File: src/rtl/magma_crypt_core.sv
// magma_crypt_core: iterative GOST R 34.12-2015 Magma encrypt/decrypt engine, ROUNDS_PER_CYCLE rounds per clock.
// Optional MAGMA_ZEROIZE_EN adds a zeroize input that wipes key, state and result.
module magma_crypt_core #(
    parameter int ROUNDS_PER_CYCLE = 1
) (
    input  logic          clk,
    input  logic          rst_n,
    input  logic          in_valid,
    output logic          in_ready,
    input  logic          in_decrypt,
    input  logic [255:0]  in_key,
    input  logic [63:0]   in_block,
    output logic          out_valid,
    input  logic          out_ready,
    output logic [63:0]   out_block
`ifdef MAGMA_ZEROIZE_EN
    ,
    input  logic          zeroize
`endif
);
    typedef enum logic [1:0] {IDLE, RUN, DONE} state_e;

    // Each row packs pi_n with entry v at bits [4v+3:4v].
    localparam logic [63:0] SBOX [8] = '{
        64'h1F307D8E9B5A264C, 64'hF0DB74E1C5A93286,
        64'h069C471EDAF2853B, 64'hB9E35A076F4D128C,
        64'hC24BE390D618A5F7, 64'h0E34187BAC296FD5,
        64'h73AD0B4FC19652E8, 64'h2BC96AF43850DE71
    };

    if (!(ROUNDS_PER_CYCLE == 1 || ROUNDS_PER_CYCLE == 2 || ROUNDS_PER_CYCLE == 4 ||
          ROUNDS_PER_CYCLE == 8 || ROUNDS_PER_CYCLE == 16 || ROUNDS_PER_CYCLE == 32)) begin : g_bad_rpc
        $error("magma_crypt_core: ROUNDS_PER_CYCLE must be one of 1,2,4,8,16,32");
    end

    state_e         state_q, state_d;
    logic [4:0]     ctr_q, ctr_d;
    logic           dec_q, dec_d;
    logic [255:0]   key_q, key_d;
    logic [31:0]    a1_q, a1_d, a0_q, a0_d;
    logic [63:0]    out_q, out_d;
    logic [31:0]    a1_n, a0_n, t;
    logic           zap, clr_on_retire, last;

`ifdef MAGMA_ZEROIZE_EN
    assign zap = zeroize;
    assign clr_on_retire = 1'b1;
`else
    assign zap = 1'b0;
    assign clr_on_retire = 1'b0;
`endif

    function automatic logic [31:0] g_fn(input logic [31:0] a, input logic [31:0] k);
        logic [31:0] x, s;
        x = a + k;
        s = '0;
        for (int n = 0; n < 8; n++)
            s[4*n +: 4] = SBOX[n][{x[4*n +: 4], 2'b00} +: 4];
        return {s[20:0], s[31:21]};
    endfunction

    // Key index runs forward for the first 3 (encrypt) or 1 (decrypt) octets, then backward.
    function automatic logic [31:0] rkey(input logic [255:0] key, input logic [4:0] r, input logic dec);
        logic [2:0] i;
        i = (r < (dec ? 5'd8 : 5'd24)) ? r[2:0] : ~r[2:0];
        return key[{~i, 5'b00000} +: 32];
    endfunction

    // Every round swaps; the final no-swap round is undone by swapping halves at capture.
    always_comb begin
        a1_n = a1_q;
        a0_n = a0_q;
        t = '0;
        for (int j = 0; j < ROUNDS_PER_CYCLE; j++) begin
            t = a1_n ^ g_fn(a0_n, rkey(key_q, ctr_q + 5'(j), dec_q));
            a1_n = a0_n;
            a0_n = t;
        end
    end

    assign last      = ctr_q == 5'(32 - ROUNDS_PER_CYCLE);
    assign in_ready  = rst_n && !zap && state_q == IDLE;
    assign out_valid = state_q == DONE;
    assign out_block = out_q;

    always_comb begin
        state_d = state_q;
        ctr_d   = ctr_q;
        dec_d   = dec_q;
        key_d   = key_q;
        a1_d    = a1_q;
        a0_d    = a0_q;
        out_d   = out_q;
        if (zap) begin
            state_d = IDLE;
            ctr_d   = '0;
            key_d   = '0;
            a1_d    = '0;
            a0_d    = '0;
            out_d   = '0;
        end else if (state_q == IDLE && in_valid) begin
            state_d = RUN;
            dec_d   = in_decrypt;
            key_d   = in_key;
            a1_d    = in_block[63:32];
            a0_d    = in_block[31:0];
        end else if (state_q == RUN) begin
            a1_d    = a1_n;
            a0_d    = a0_n;
            ctr_d   = ctr_q + 5'(ROUNDS_PER_CYCLE);
            state_d = last ? DONE : RUN;
            out_d   = last ? {a0_n, a1_n} : out_q;
        end else if (state_q == DONE && out_ready) begin
            state_d = IDLE;
            key_d   = clr_on_retire ? '0 : key_q;
        end
    end

    always_ff @(posedge clk or negedge rst_n) begin
        if (!rst_n) begin
            state_q <= IDLE;
            ctr_q   <= '0;
            dec_q   <= 1'b0;
            key_q   <= '0;
            a1_q    <= '0;
            a0_q    <= '0;
            out_q   <= '0;
        end else begin
            state_q <= state_d;
            ctr_q   <= ctr_d;
            dec_q   <= dec_d;
            key_q   <= key_d;
            a1_q    <= a1_d;
            a0_q    <= a0_d;
            out_q   <= out_d;
        end
    end
endmodule

File: config.mk
export PLATFORM = sky130hd
export DESIGN_NAME = magma_crypt_core
export DESIGN_NICKNAME = d
export VERILOG_FILES = /design/src/rtl/magma_crypt_core.sv
export SDC_FILE = /design/constraint.sdc
export NUM_CORES = 1
export LEC_CHECK = 0
export CORE_UTILIZATION = 30
export DETAILED_ROUTE_END_ITERATION = 8
export DONT_BUFFER_PORTS = 1
export PLACE_DENSITY = 0.47
export SYNTH_ARGS = -nofsm -noshare
export SYNTH_HDL_FRONTEND = slang
export SYNTH_SLANG_ARGS = --single-unit
export TNS_END_PERCENT = 5
File: constraint.sdc
create_clock -name clk -period 6.8 [get_ports clk]
set_clock_uncertainty 0.2 [all_clocks]
set_input_delay 1.36 -clock clk [delete_from_list [all_inputs] [get_ports clk]]
set_output_delay 1.36 -clock clk [all_outputs]
set_load 0.01 [all_outputs]
==> flow_summary_export.csv <==
group,metric,value,unit
place,io_buffers,0,
setup_path,worstSetupEndpointType,"register",
floorplan,fp.dieArea,0.0697,mm²
setup_path,crit_type,"register to register",
synthesis,syn_avg_cell_area,9.58,µm²
place,gp_congestion,0.869,
cts,ctsHoldBuffers,0,
cts,worstSkewPairLatency,0.61,ns
synthesis,syn_inst,2148,
synthesis,synth.distinct_cells,79,
final_layout,drive_above_1_share,0.127,
timing,hold_violations,0,
global_routing,grt_pass1_wl,105,mm
cts,cts_tree,"yes",
floorplan,initial_core_util,0.305,
cts,cts-resized-gates,0,
floorplan,dieWidth,264,µm
status,status,"finished, violations left",
timing,slew_headroom,-0.605,
setup_path,cp.required,7.01,ns
synthesis,synthFlopType,"dfrtp_1",
synthesis,synthArstFlopShare,1.00,
timing,maxSlewViolCount,269,
routing,wire_per_inst,22.8,µm
routing,wl,68.6,mm
global_routing,grt_max_degree,394,
place,hpwlAfterDp,50.3,mm
setup_path,cp_max_fo,24,
final_layout,fillers,6910,
cts,cts_buffer_depth,3,
global_routing,grtUsageTotal,0.198,
floorplan,chipHeight,264,µm
synthesis,syn_nets,2551,
timing,min_period_over_period,0.922,
cts,cts_num_sinks,392,
global_routing,grt_pass1_vias,16200,
synthesis,seq_area_frac_synth,0.476,
cts,clk_pin_slew,0.06,ns
timing,setup_viol,0,
routing,num_vias,15200,
synthesis,ys_warn_count,0,
status,violations,"slew limit",
hold_path,worstHoldPathType,"register to register",
global_routing,grt_overflow,0,
timing,rsz0062_at_grt,"false",
timing,min_period,6.27,ns
cts,htree_levels,2,
setup_path,start_kind,"register",
final_layout,nets,2508,
synthesis,ys_ff_latch,392,
setup_path,arrival,6.47,ns
global_routing,antenna_found_initial,10,
routing,avgViaCountPerCell,5.07,
synthesis,synth_edf_count,0,
routing,drc,0,
timing,tightest_slew,2.41,ns
timing,max_freq,0.160,GHz
timing,finalSetupTns,0,ns
routing,ant_nets,0,
routing,first_pass_iters,7,
cts,clockRootBuffer,"clkbuf_16",
floorplan,coreArea,0.0675,mm²
floorplan,ios,391,
synthesis,syn_area,0.0206,mm²
routing,drtIter0Drc,971,
run,drv_cap,0,
floorplan,core.rowCount,95,
cts,cts_setup_buffers,0,
cts,cts-buffers-inserted,47,
final_layout,syn2layout_area_growth,11.8,%
## critical path: stages (launching register included)
cell and delay [ns]:
dfrtp_1 0.40, ha_1 0.32, a21oi_2 0.12, buf_4 0.19, xnor2_2 0.12, buf_4 0.18, buf_12 0.23, mux4_2 0.55
mux2_2 0.30, ha_1 0.36, a21o_1 0.21, a31o_2 0.24, o21ai_2 0.33, nand2_1 0.16, a21oi_1 0.20, xnor2_1 0.37
inv_1 0.24, ha_1 0.27, or2_2 0.27, mux4_2 0.49, xnor2_1 0.18, o21ai_0 0.11
## state kept, by name, indices dropped and copies added (netlist names)
name       flops
a1_q          32
ctr_q          5
out_block     64
state_q        2
a0_q          32
dec_q          1
key_q        256
## layout make-up
class                   instances  area [µm²]  share of cell area
multi-input cells            1601       10200               0.445
flip-flops and latches        392        9810               0.426
clock buffers                  68        1340              0.0580
well taps                     873        1090              0.0475
repair buffers                 24         243              0.0105
inverters                      39         146             0.00636
clock inverters                12         144             0.00625
diodes                          1        2.50            0.000109
## cells by family (layout without fill, tap and decap cells)
group / after synthesis / count (layout) / synth area share
adder cells (fa/ha/maj): 78 / 78 / 0.0478
other: 0 / 1 / 0
buffers and inverters: 155 / 143 / 0.0293
AND/OR/NAND/NOR: 996 / 996 / 0.192
flip-flops: 392 / 392 / 0.476
multiplexers: 165 / 165 / 0.131
AO/OA/AOI/OAI: 294 / 294 / 0.0923
XOR/XNOR: 68 / 68 / 0.0313
## routing by layer
metal  vias up  share of wire  global-route usage
met1      7600           0.44               0.264
met3        89          0.068              0.0568
met2       377           0.47               0.320
met5         -         0.0016                   0
li1       7165              -                   -
met4        16          0.018              0.0398
## synth_stat cells, types with 21 or more instances
library cell | number | area, µm²
nand2_1 | 884 | 3320
dfrtp_1 | 392 | 9810
clkbuf_1 | 106 | 398
o21ai_0 | 95 | 475
ha_1 | 77 | 963
mux4_2 | 76 | 1710
mux2_2 | 67 | 754
a22oi_1 | 56 | 420
a21oi_1 | 48 | 240
xnor2_1 | 47 | 412
inv_1 | 38 | 143
nor2_1 | 34 | 128
o21ai_1 | 21 | 105
## placed cells by master (no fill, tap or decap), drive strengths merged, types with 11 or more instances in the layout
master    n
a21oi    50
a22oi    56
buf      24
clkbuf   68
dfrtp   392
ha       77
inv      39
mux2     68
mux2i    20
mux4     77
nand2   884
nand3    16
nor2     34
nor2b    11
o21ai   117
xnor2    51
xor2     17
## through the flow
stage	hold slack [ns]	cell area, µm²	worst slack [ns]	util	instances
global route	0.260	23000	0.216	0.341	3009
CTS	0.248	23000	0.481	0.341	3009
global placement	0.255	21500	0.572	0.319	2929
finish	0.268	23000	0.533	0.341	3010
detailed placement	0.258	21500	0.538	0.319	2929
floorplan	0.240	20600	0.716	-	2148
## path summary, 6_finish.rpt
kind / startpoint / endpoint / slack (ns) / cells after the start
min in group asynchronous: rst_n / out_block[1] / 0.29 / 0
setup / recovery: ctr_q[4] / out_block[55] / 0.53 / 21
setup reg to reg: ctr_q[4] / out_block[55] / 0.53 / 21
max in group asynchronous: rst_n / key_q[187] / 4.25 / 0
hold / removal: key_q[51] / key_q[51] / 0.27 / 2
hold reg to reg: key_q[51] / key_q[51] / 0.27 / 2
Power is left out: the tool's default activity adds up to more than one toggle a clock period on the data nets, which glitch-free logic cannot reach.
